<file path="config.mk">
export PLATFORM = sky130hd
export DESIGN_NAME = mem_dump_unit_flat
export DESIGN_NICKNAME = d
export VERILOG_FILES = /design/src/rtl/mem_dump_unit_if.sv /design/src/rtl/mem_dump_unit.sv /design/src/flat_wrapper.sv
export SDC_FILE = /design/constraint.sdc
export NUM_CORES = 1
export LEC_CHECK = 0
export BUFFER_PORTS_ARGS = -buffer_cell sky130_fd_sc_hd__buf_2
export CORE_AREA = 10 10 60 111
export DETAILED_ROUTE_END_ITERATION = 8
export DIE_AREA = 0 0 70 121
export PLACE_DENSITY = 0.9
export SYNTH_ARGS = -nofsm -noshare
export SYNTH_HDL_FRONTEND = slang
export SYNTH_SLANG_ARGS = --single-unit
</file>
<file path="constraint.sdc">
create_clock -name clock -period 2.75 [get_ports clock]
set_input_delay 0.1375 -clock clock [delete_from_list [all_inputs] [get_ports clock]]
set_output_delay 0.1375 -clock clock [all_outputs]
set_load 0.03 [all_outputs]
</file>
<file path="src/rtl/mem_dump_unit_if.sv">
// mem_dump_unit_if: bundles the three buses of the dump engine.
//   command : start, base_addr, count            (to engine)
//             busy, done                         (from engine)
//   memory  : mem_rd_en, mem_addr                (from engine)
//             mem_rd_data                        (to engine, 1-cycle latency)
//   stream  : out_valid, out_addr, out_data      (from engine)
//             out_ready                          (to engine)
// master = the dump engine, slave = the CPU-side / bench environment.
interface mem_dump_unit_if #(
  parameter int unsigned ADDR_W = 5,
  parameter int unsigned DATA_W = 32
);
  logic              start;
  logic [ADDR_W-1:0] base_addr;
  logic [ADDR_W:0]   count;
  logic              busy;
  logic              done;

  logic              mem_rd_en;
  logic [ADDR_W-1:0] mem_addr;
  logic [DATA_W-1:0] mem_rd_data;

  logic              out_valid;
  logic              out_ready;
  logic [ADDR_W-1:0] out_addr;
  logic [DATA_W-1:0] out_data;

  modport master (
    input  start, base_addr, count, mem_rd_data, out_ready,
    output busy, done, mem_rd_en, mem_addr, out_valid, out_addr, out_data
  );

  modport slave (
    output start, base_addr, count, mem_rd_data, out_ready,
    input  busy, done, mem_rd_en, mem_addr, out_valid, out_addr, out_data
  );
endinterface

</file>
<file path="src/rtl/mem_dump_unit.sv">
// mem_dump_unit: walks a word-addressed memory from base_addr for count words
// (clamped to DEPTH, addresses wrapping modulo DEPTH) and streams each word with
// its address over a valid/ready interface. One read per word: READ issues the
// strobe, WAIT captures the 1-cycle-latency data, SEND holds it until accepted.
// Ports:
//   clock, reset : system clock, synchronous active-high reset
//   bus          : mem_dump_unit_if master (command, memory read port, stream)
module mem_dump_unit #(
  parameter int unsigned ADDR_W = 5,
  parameter int unsigned DATA_W = 32,
  parameter int unsigned DEPTH  = 32
) (
  input  logic            clock,
  input  logic            reset,
  mem_dump_unit_if.master bus
);

  localparam logic [ADDR_W:0]   DEPTH_C   = (ADDR_W+1)'(DEPTH);
  localparam logic [ADDR_W-1:0] LAST_ADDR = ADDR_W'(DEPTH - 1);

  typedef enum logic [2:0] {
    S_IDLE,
    S_READ,
    S_WAIT,
    S_SEND,
    S_DONE
  } state_t;

  state_t            state_q, state_d;
  logic [ADDR_W-1:0] addr_q, addr_d;
  logic [ADDR_W:0]   rem_q, rem_d;
  logic [ADDR_W-1:0] mem_addr_q, mem_addr_d;
  logic [ADDR_W-1:0] out_addr_q, out_addr_d;
  logic [DATA_W-1:0] out_data_q, out_data_d;

  always_ff @(posedge clock) begin
    if (reset) begin
      state_q    <= S_IDLE;
      addr_q     <= '0;
      rem_q      <= '0;
      mem_addr_q <= '0;
      out_addr_q <= '0;
      out_data_q <= '0;
    end else begin
      state_q    <= state_d;
      addr_q     <= addr_d;
      rem_q      <= rem_d;
      mem_addr_q <= mem_addr_d;
      out_addr_q <= out_addr_d;
      out_data_q <= out_data_d;
    end
  end

  always_comb begin
    state_d    = state_q;
    addr_d     = addr_q;
    rem_d      = rem_q;
    mem_addr_d = mem_addr_q;
    out_addr_d = out_addr_q;
    out_data_d = out_data_q;

    unique case (state_q)
      S_IDLE: begin
        if (bus.start) begin
          addr_d  = bus.base_addr;
          rem_d   = (bus.count > DEPTH_C) ? DEPTH_C : bus.count;
          state_d = (bus.count == '0) ? S_DONE : S_READ;
        end
      end
      S_READ: begin
        mem_addr_d = addr_q;
        state_d    = S_WAIT;
      end
      S_WAIT: begin
        out_data_d = bus.mem_rd_data;
        out_addr_d = addr_q;
        state_d    = S_SEND;
      end
      S_SEND: begin
        if (bus.out_ready) begin
          rem_d   = rem_q - 1'b1;
          addr_d  = (addr_q == LAST_ADDR) ? '0 : addr_q + 1'b1;
          state_d = (rem_q == (ADDR_W+1)'(1)) ? S_DONE : S_READ;
        end
      end
      S_DONE: state_d = S_IDLE;
      default: state_d = S_IDLE;
    endcase
  end

  // mem_addr shows the live counter while reading and otherwise keeps the last
  // address actually presented to the memory.
  assign bus.mem_rd_en = (state_q == S_READ);
  assign bus.mem_addr  = (state_q == S_READ) ? addr_q : mem_addr_q;
  assign bus.out_valid = (state_q == S_SEND);
  assign bus.out_addr  = out_addr_q;
  assign bus.out_data  = out_data_q;
  assign bus.busy      = (state_q != S_IDLE);
  assign bus.done      = (state_q == S_DONE);

endmodule

</file>
<file path="src/flat_wrapper.sv">
// flat-port wrapper written by rule: the top's interface ports become plain ports
module mem_dump_unit_flat 
#(
  parameter int unsigned ADDR_W = 5,
  parameter int unsigned DATA_W = 32,
  parameter int unsigned DEPTH  = 32
)
  (clock, reset, bus_start, bus_base_addr, bus_count, bus_mem_rd_data, bus_out_ready, bus_busy, bus_done, bus_mem_rd_en, bus_mem_addr, bus_out_valid, bus_out_addr, bus_out_data);
  mem_dump_unit_if #(.ADDR_W(ADDR_W), .DATA_W(DATA_W)) bus_i ();
  input  logic clock;
  input  logic reset;
  input wire logic [$bits(bus_i.start)-1:0] bus_start;
  input wire logic [$bits(bus_i.base_addr)-1:0] bus_base_addr;
  input wire logic [$bits(bus_i.count)-1:0] bus_count;
  input wire logic [$bits(bus_i.mem_rd_data)-1:0] bus_mem_rd_data;
  input wire logic [$bits(bus_i.out_ready)-1:0] bus_out_ready;
  output wire logic [$bits(bus_i.busy)-1:0] bus_busy;
  output wire logic [$bits(bus_i.done)-1:0] bus_done;
  output wire logic [$bits(bus_i.mem_rd_en)-1:0] bus_mem_rd_en;
  output wire logic [$bits(bus_i.mem_addr)-1:0] bus_mem_addr;
  output wire logic [$bits(bus_i.out_valid)-1:0] bus_out_valid;
  output wire logic [$bits(bus_i.out_addr)-1:0] bus_out_addr;
  output wire logic [$bits(bus_i.out_data)-1:0] bus_out_data;
  assign bus_i.start = bus_start;
  assign bus_i.base_addr = bus_base_addr;
  assign bus_i.count = bus_count;
  assign bus_i.mem_rd_data = bus_mem_rd_data;
  assign bus_i.out_ready = bus_out_ready;
  assign bus_busy = bus_i.busy;
  assign bus_done = bus_i.done;
  assign bus_mem_rd_en = bus_i.mem_rd_en;
  assign bus_mem_addr = bus_i.mem_addr;
  assign bus_out_valid = bus_i.out_valid;
  assign bus_out_addr = bus_i.out_addr;
  assign bus_out_data = bus_i.out_data;
  mem_dump_unit #(.ADDR_W(ADDR_W), .DATA_W(DATA_W), .DEPTH(DEPTH)) u_core (.clock(clock), .reset(reset), .bus(bus_i));
endmodule
</file>
==> results of run 1 <==
==> cell type report <==
class | count | area, um2
clock buffer | 6 | 82.58
tap | 57 | 71.32
multi-input combinational | 211 | 1161
clock inverter | 2 | 38.79
inverter | 4 | 15.01
fill | 459 | 1899
timing repair buffer | 94 | 475.5
sequential | 56 | 1121
==> placed cells by master (no fill, tap or decap), types with 2 or more instances in the layout <==
master    count
a211oi_1      2
nor3b_4       2
a311oi_1      3
nor3_1        6
buf_4         2
a21oi_2       6
or3_1         2
inv_1         3
and3_1        7
dfxtp_1      56
ha_1          4
o21ai_0       9
and2b_1       5
a21oi_1      39
and2_1        2
nor2_1       12
nand2_1      83
nand3_1       5
clkbuf_8      6
mux2_2        5
buf_2        92
nor4_1        3
==> cells in the mapped netlist (5+ instances only) <==
cell type | instances | area, um2
clkbuf_1 | 6 | 22.52
nor3_1 | 6 | 30.03
a21oi_1 | 39 | 195.2
nand2_1 | 83 | 311.6
o21ai_0 | 9 | 45.04
a21oi_2 | 6 | 52.55
and3_1 | 7 | 43.79
mux2_2 | 5 | 56.30
dfxtp_1 | 56 | 1121
and2b_1 | 5 | 37.54
nor2_1 | 12 | 45.04
buf_6 | 10 | 112.6
nand3_1 | 5 | 25.02
==> final timing paths <==
check                                             start                 endpoint  slack (ns)  cells past startpoint
worst max register to register        u_core.state_q[1]   u_core.bus.out_addr[0]        0.92                      3
worst max-delay path                  u_core.state_q[0]          bus_mem_addr[0]        0.67                      3
worst min register to register  u_core.bus.out_data[15]  u_core.bus.out_data[15]        0.45                      2
worst min-delay path                 bus_mem_rd_data[1]   u_core.bus.out_data[1]        0.06                      3
==> power by group through the flow <==
stage | registers [mW] | clock network, mW | logic (mW)
after global routing | 0.909 | 0.603 | 0.373
after CTS | 0.900 | 0.574 | 0.343
after detailed placement | 0.919 | 0 | 0.341
after floorplan | 0.963 | 0 | 0.207
after global placement | 0.916 | 0 | 0.335
final | 0.900 | 0.557 | 0.338
==> state kept, by name, summed over array words and instances (netlist names) <==
signal / flops
u_core.state_q: 3
u_core.bus.out_addr: 5
u_core.mem_addr_q: 5
u_core.bus.out_data: 32
u_core.rem_q: 6
u_core.addr_q: 5
==> kinds of logic after synthesis <==
group | Yosys count | share of synthesized area (%)
and+or+nand+nor | 134 | 26.53
AOI/OAI and AO/OA | 67 | 16.12
DFF | 56 | 45.71
buffers and inverters | 24 | 6.939
muxes | 5 | 2.296
adders and majority gates | 4 | 2.041
xor gates and xnor gates | 1 | 0.3572
==> worst reg2reg max path, stage by stage, from the launching register on <==
cell and delay [ns]:
dfxtp_1 0.61, or3b_2 0.80, nand2_1 0.22, a21oi_2 0.07
==> layer usage <==
metal | vias up | track usage, %
li1 | 1146 | -
met1 | 1015 | 13.48
met2 | 73 | 28.25
met3 | 10 | 4.423
met4 | 0 | 5.211
met5 | - | 0
==> results.json, run 1 <==
{
  "drc_errors": 0,
  "place_ws_ns": 0.9393,
  "crit_arrival_ns": 1.95,
  "gp_congestion": 0.7921,
  "post-route-util_pct": 60.96,
  "synthToLayoutAreaGrowth_pct": 20.92,
  "ys_seq_area_share_pct": 45.71,
  "dieArea_um2": 8470,
  "cp_max_fo": 11,
  "grt_pass1_wl_mm": 10.47,
  "wirelength_mm": 6.370,
  "start_util_pct": 50.41,
  "cts_buffer_depth": 2,
  "clk_latency_ns": 0.30,
  "critPathCaptureType": "output pin",
  "hold_class": "input port to flop",
  "die_w_um": 70,
  "crit_path_top_delay_cell": "dfxtp_1",
  "p_per_area_nw_per_um2": 605.4,
  "place_area_um2": 2844,
  "hold_viol": 0,
  "hpwl_mm": 4.977,
  "cts_max_level": 2,
  "wl_met2_mm": 3.537,
  "viasPerCell": 5.219,
  "ys_ff_latch": 56,
  "firstDrtPassIters": 4,
  "cts_tree": "done",
  "timing.fmax_mhz": 479.7,
  "io_pins": 93,
  "path_clk_slew_ns": 0.10,
  "worstPathBufferInverterCount": 1,
  "start_kind": "flop",
  "yosys_warnings": 0,
  "period_share_pct": 75.80,
  "track_usage_pct": 14.48,
  "cts_resized": 0,
  "rsz0062_at_grt": "no",
  "synthCells": 291,
  "synth_edf_count": 0,
  "netSwitchingPower_uw": 518.8,
  "nNetsFinal": 423,
  "worstSetupPathType": "flop to output pin",
  "period_needed_ns": 2.084,
  "hold_buffers": 0,
  "tightest_slew_ns": 0.7734,
  "die_h_um": 121,
  "setup_slack_ns": 0.6655,
  "ys_async_sr_fraction_pct": 0,
  "io_buffers": 92,
  "final_area_um2": 2965,
  "place_inst": 422,
  "crit_family": "flip-flops",
  "fin_setup_tns_ns": 0,
  "leakage_nw": 1.355,
  "num_antenna_cells": 0,
  "top_layer_used": "met4",
  "cp.required_ns": 2.61,
  "maxSlewViolCount": 0,
  "cp_slowest_stage_delay_ns": 0.61,
  "holdWs_ns": 0.06345,
  "numCtsBuffers": 5,
  "total_power_mw": 1.795,
  "synthesis.nets": 342,
  "drv_cap": 0,
  "stdcell_count": 430,
  "std_cell_rows": 36,
  "coreArea_um2": 4865,
  "drt_iter0_drc": 123,
  "relSlewSlack_pct": 48.33,
  "switching_share_pct": 28.90,
  "antenna_found_initial": 0,
  "met1Wirelength_mm": 2.242,
  "cts_setup_buffers": 0,
  "fin_skew_ns": 0.004787,
  "ys.flop_type": "dfxtp_1",
  "cts.sinks": 56,
  "vdd_drop_max_v": 0.0004631,
  "p_int_mw": 1.277,
  "syn_area_um2": 2452,
  "grt_start_max_net_pins": 38,
  "combinationalPowerShare_pct": 18.8,
  "pwr-share-seq_pct": 50.1,
  "drive_above_1_share_pct": 32.44,
  "status": "completed",
  "route.vias.total": 2244,
  "overflow": 0,
  "cts_root_buf": "clkbuf_8",
  "path_cells": "nor3b_4, mux2_2, buf_2",
  "avgRoutedWirePerCell_um": 14.81,
  "routed-wl-met3_um": 466,
  "grt_pass1_vias": 2244,
  "drt.antenna.violating_nets": 0,
  "clockPowerShare_pct": 31.0,
  "setup_viol": 0,
  "synth_cell_types": 39,
  "avgSynthCellArea_um2": 8.427
}
Note: power is estimated with default switching activity, not from simulation.
==> inputs of run 2 (changes only) <==
--- a/config.mk
+++ b/config.mk
@@ -6,10 +6,10 @@
 export NUM_CORES = 1
 export LEC_CHECK = 0
 export BUFFER_PORTS_ARGS = -buffer_cell sky130_fd_sc_hd__buf_2
-export CORE_AREA = 10 10 60 111
+export CORE_AREA = 10 10 62 114
 export DETAILED_ROUTE_END_ITERATION = 8
-export DIE_AREA = 0 0 70 121
-export PLACE_DENSITY = 0.9
+export DIE_AREA = 0 0 72 124
+export PLACE_DENSITY = 0.86
 export SYNTH_ARGS = -nofsm -noshare
 export SYNTH_HDL_FRONTEND = slang
 export SYNTH_SLANG_ARGS = --single-unit
==> constraint.sdc (replaced) <==
create_clock -name clock -period 2.1 [get_ports clock]
set_input_delay 0.105 -clock clock [delete_from_list [all_inputs] [get_ports clock]]
set_output_delay 0.105 -clock clock [all_outputs]
set_load 0.03 [all_outputs]
==> results.json, run 2 (synthesis gave the netlist of run 1 again) <==
{
  "status": "completed",
  "crit_path_top_delay_cell": "dfxtp_2",
  "hold_buffers": 0,
  "period_share_pct": 87.56,
  "path_clk_slew_ns": 0.10,
  "grt_pass1_wl_mm": 10.60,
  "fin_setup_tns_ns": 0,
  "drt_iter0_drc": 150,
  "tightest_slew_ns": 0.7275,
  "fin_skew_ns": 0.007294,
  "combinationalPowerShare_pct": 19.5,
  "r2r_end": "u_core.bus.out_addr[2]",
  "hpwl_mm": 4.985,
  "rsz0062_at_grt": "no",
  "final_common_cell": "buf_2",
  "overflow": 0,
  "timing.fmax_mhz": 543.8,
  "worstSetupPathType": "flop to output pin",
  "setup_viol": 0,
  "worstHoldStart": "bus_mem_rd_data[17]",
  "p_int_mw": 1.648,
  "maxSlewViolCount": 0,
  "relSlewSlack_pct": 51.50,
  "wirelength_mm": 6.347,
  "cts_buffer_depth": 2,
  "grt_pass1_vias": 2354,
  "grt.busiest_layer": "met2",
  "cts_max_level": 2,
  "cts.sinks": 56,
  "io_pins": 93,
  "crit_family": "flip-flops",
  "clockPowerShare_pct": 30.4,
  "hold_end": "u_core.bus.out_data[17]",
  "start_util_pct": 47.30,
  "r2r-start": "u_core.state_q[2]",
  "stdcell_count": 434,
  "dieArea_um2": 8928,
  "viasPerCell": 5.168,
  "cp.required_ns": 2.00,
  "path_cells": "nor3b_4, mux2_2, buf_2",
  "met1_usage_pct": 13.44,
  "track_usage_pct": 14.26,
  "io_buffers": 92,
  "ff2ff_setup_slack_ns": 0.39,
  "numCtsBuffers": 5,
  "cp_slowest_stage_delay_ns": 0.48,
  "p_per_area_nw_per_um2": 784.0,
  "pwr-share-seq_pct": 50.1,
  "gp_congestion": 0.8116,
  "worstPathBufferInverterCount": 1,
  "drive_above_1_share_pct": 33.24,
  "globalRouteMet3Util_pct": 5.494,
  "cts_root_buf": "clkbuf_8",
  "drc_errors": 0,
  "die_h_um": 124,
  "firstDrtPassIters": 4,
  "synthToLayoutAreaGrowth_pct": 21.68,
  "cts_setup_buffers": 0,
  "place_area_um2": 2868,
  "final_cell_mix": "buf_2, nand2_1, dfxtp_1",
  "drt.antenna.violating_nets": 0,
  "netSwitchingPower_uw": 692.0,
  "start_kind": "flop",
  "cp_max_fo": 11,
  "antenna_found_initial": 0,
  "crit_arrival_ns": 1.73,
  "holdPathStages": 3,
  "hold_class": "input port to flop",
  "largest_register_ffs": 32,
  "route.vias.total": 2243,
  "leakage_nw": 1.363,
  "gr-usage-met2_pct": 26.05,
  "reg2regPathDepth": 3,
  "coreArea_um2": 5185,
  "final_area_um2": 2984,
  "cts_tree": "done",
  "nNetsFinal": 426,
  "period_needed_ns": 1.839,
  "avgRoutedWirePerCell_um": 14.62,
  "grt_start_max_net_pins": 39,
  "die_w_um": 72,
  "hold_viol": 0,
  "critPathCaptureType": "output pin",
  "std_cell_rows": 37,
  "clk_latency_ns": 0.30,
  "drv_cap": 0,
  "vdd_drop_max_v": 0.0006396,
  "switching_share_pct": 29.58,
  "total_power_mw": 2.340,
  "place_inst": 426,
  "num_antenna_cells": 0
}
==> run 2: changes by cell type in the layout (fill, tap and decap cells not counted), sizes merged <==
cell      delta
inv          +1
clkinvlp     +1
buf          +3
clkinv       -1
clkbuf       -1
==> run 2: repair_timing <==
item / in CTS / in global routing
setup endpoints to repair: 0 / 2
resized for setup: 0 / 1
hold endpoints to repair: 0 / 0
==> run 2: final cells by class <==
| class | count | area [um2] |
|---|---|---|
| Fill cell | 499 | 2201 |
| Multi-Input combinational cell | 211 | 1161 |
| Sequential cell | 56 | 1122 |
| Timing Repair Buffer | 97 | 498.0 |
| Tap cell | 58 | 72.57 |
| Clock buffer | 5 | 68.82 |
| Clock inverter | 3 | 46.29 |
| Inverter | 4 | 15.01 |
==> run 2: worst max path at each step <==
| stage | from | endpoint | slack (ns) | depth (start not counted) |
|---|---|---|---|---|
| after floorplan | u_core.state_q[0] | u_core.mem_addr_q[0] | 0.39 | 4 |
| after global placement | u_core.state_q[0] | u_core.bus.out_addr[2] | 0.45 | 3 |
| after detailed placement | u_core.state_q[0] | u_core.bus.out_addr[2] | 0.42 | 3 |
| after CTS | u_core.state_q[0] | bus_mem_addr[0] | 0.1 | 3 |
| after global routing | u_core.state_q[0] | bus_mem_addr[0] | 0.16 | 3 |
| final | u_core.state_q[0] | bus_mem_addr[0] | 0.26 | 3 |
==> run 2: metrics by stage <==
| stage | hold slack [ns] | setup slack (ns) | util [%] |
|---|---|---|---|
| global route | 0.01424 | 0.1647 | 57.55 |
| global placement | 0.3462 | 0.4531 | 55.31 |
| detailed placement | 0.3529 | 0.4176 | 55.31 |
| finish | 0.02293 | 0.2613 | 57.55 |
| CTS | 0.007900 | 0.09906 | 57.53 |
| floorplan | 0.2410 | 0.3914 | - |
==> run 2: tightest hold or removal path, cell delays in order <==
cell,delay (ns)
buf_2,0.09
nand2_1,0.04
a21oi_1,0.05
==> run 2: layer usage <==
metal | part of all wire (%) | up-vias
met3 | 9.1 | 11
met2 | 55 | 81
met1 | 34 | 1006
met4 | 2.0 | 0
li1 | - | 1145
met5 | 0 | -
==> run 2: power by group through the flow <==
stage / Combinational (mW) / Clock (mW) / Sequential (mW)
2_1_floorplan: 0.272 / 0 / 1.26
3_3_place_gp: 0.453 / 0 / 1.19
3_5_place_dp: 0.463 / 0 / 1.20
4_1_cts: 0.463 / 0.743 / 1.17
5_1_grt: 0.509 / 0.778 / 1.18
6_report: 0.457 / 0.711 / 1.17
==> inputs of run 3 (changes only) <==
--- a/config.mk
+++ b/config.mk
@@ -10,6 +10,7 @@
 export DETAILED_ROUTE_END_ITERATION = 8
 export DIE_AREA = 0 0 72 124
 export PLACE_DENSITY = 0.86
+export RECOVER_POWER = 25
 export SYNTH_ARGS = -nofsm -noshare
 export SYNTH_HDL_FRONTEND = slang
 export SYNTH_SLANG_ARGS = --single-unit
==> results.json, run 3 (synthesis gave the netlist of run 1 again) <==
{
  "pwr-share-seq_pct": 50.3,
  "holdWs_ns": 0.02242,
  "vdd_drop_max_v": 0.0006401,
  "place_inst": 426,
  "hold_class": "input port to flop",
  "switching_share_pct": 29.70,
  "track_usage_pct": 14.26,
  "worstPathBufferInverterCount": 1,
  "num_antenna_cells": 0,
  "path_clk_slew_ns": 0.10,
  "final_common_cell": "nand2_1",
  "p_int_mw": 1.641,
  "fin_setup_tns_ns": 0,
  "overflow": 0,
  "grt_pass1_wl_mm": 10.60,
  "die_h_um": 124,
  "p_per_area_nw_per_um2": 790.3,
  "cp_max_fo": 11,
  "path_cells": "nor3b_4, mux2_2, buf_2",
  "grt_pass1_vias": 2354,
  "std_cell_rows": 37,
  "cts_root_buf": "clkbuf_8",
  "maxSlewViolCount": 0,
  "drive_above_1_share_pct": 26.60,
  "drc_errors": 0,
  "rsz0062_at_grt": "no",
  "clockPowerShare_pct": 30.5,
  "cp_slowest_stage_delay_ns": 0.48,
  "combinationalPowerShare_pct": 19.3,
  "status": "completed",
  "crit_family": "flip-flops",
  "final_cell_mix": "nand2_1, buf_2, dfxtp_1",
  "fin_skew_ns": 0.007539,
  "drt_iter0_drc": 138,
  "stdcell_count": 434,
  "globalRouteMet3Util_pct": 5.494,
  "cp.required_ns": 2.00,
  "route.vias.total": 2236,
  "num-fill-cells": 509,
  "hold_buffers": 0,
  "io_pins": 93,
  "period_share_pct": 87.52,
  "leakage_nw": 1.257,
  "start_kind": "flop",
  "io_buffers": 92,
  "viasPerCell": 5.152,
  "netSwitchingPower_uw": 693.2,
  "largest_register_ffs": 32,
  "period_needed_ns": 1.838,
  "drt.antenna.violating_nets": 0,
  "cts_max_level": 2,
  "grt_start_max_net_pins": 39,
  "grt.busiest_layer": "met2",
  "dieArea_um2": 8928,
  "die_w_um": 72,
  "drv_cap": 0,
  "synthToLayoutAreaGrowth_pct": 20.41,
  "start_util_pct": 47.30,
  "firstDrtPassIters": 4,
  "cts_tree": "done",
  "met1_usage_pct": 13.44,
  "hold_viol": 0,
  "cts_buffer_depth": 2,
  "crit_path_top_delay_cell": "dfxtp_2",
  "wirelength_mm": 6.354,
  "cts.sinks": 56,
  "avgRoutedWirePerCell_um": 14.64,
  "relSlewSlack_pct": 51.45,
  "ff2ff_setup_slack_ns": 0.40,
  "tightest_slew_ns": 0.7282,
  "gp_congestion": 0.8116,
  "timing.fmax_mhz": 544.1,
  "hpwl_mm": 4.985,
  "clk_latency_ns": 0.30,
  "setup_viol": 0,
  "crit_arrival_ns": 1.73,
  "coreArea_um2": 5185,
  "nNetsFinal": 426,
  "critPathCaptureType": "output pin",
  "gr-usage-met2_pct": 26.05,
  "antenna_found_initial": 0,
  "worstSetupPathType": "flop to output pin",
  "numCtsBuffers": 5
}
[run 3: cell types whose count changed in the layout (fill, tap and decap cells not counted), sizes merged]
cell,delta
clkbuf,+25
buf,-25
[run 3: final timing paths]
| kind | startpoint | endpoint | cells past startpoint |
|---|---|---|---|
| setup / recovery | u_core.state_q[0] | bus_mem_addr[0] | 3 |
| hold / removal | bus_mem_rd_data[17] | u_core.bus.out_data[17] | 3 |
| setup reg to reg | u_core.state_q[2] | u_core.bus.out_addr[2] | 3 |
| hold reg to reg | u_core.bus.out_data[17] | u_core.bus.out_data[17] | 2 |
[run 3: per-layer routing]
layer | vias to the layer above | wire (um)
li1 | 1147 | -
met1 | 997 | 2178
met2 | 80 | 3457
met3 | 12 | 577
met4 | 0 | 141
met5 | - | 0
[run 3: cell type report]
type | count | area (um2) | share of cell area [%]
multi-input cells | 211 | 1161 | 39.32
flip-flops and latches | 56 | 1122 | 38.01
repair buffers | 97 | 466.7 | 15.81
well taps | 58 | 72.57 | 2.458
clock buffers | 5 | 68.82 | 2.331
clock inverters | 3 | 46.29 | 1.568
inverters | 4 | 15.01 | 0.5085
[run 3: timing repair]
action | 4_1_cts | 5_1_grt
endpoints found under the hold margin | 0 | 0
setup buffers | 0 | 0
setup endpoints to repair | 0 | 2
resized for setup | 0 | 1
[run 3: power by group through the flow]
stage	clock [mW]	combinational, mW	sequential (mW)
floorplan	0	0.272	1.26
global placement	0	0.453	1.19
detailed placement	0	0.463	1.20
CTS	0.743	0.463	1.17
global route	0.778	0.501	1.18
finish	0.711	0.449	1.17
[run 3: worst register-to-register path, cell delays in order (launching register included)]
cell and delay (ns):
dfxtp_1 0.63, or3b_2 0.67, nand2_1 0.18, a21oi_2 0.16
[run 3: stage by stage]
stage	area [um2]	worst slack (ns)	utilization (%)	total power, mW
after floorplan	2452	0.3914	-	1.533
after global placement	2868	0.4531	55.31	1.647
after detailed placement	2868	0.4176	55.31	1.659
after CTS	2983	0.09906	57.53	2.379
after global routing	2953	0.1647	56.95	2.462
final	2953	0.2621	56.95	2.334
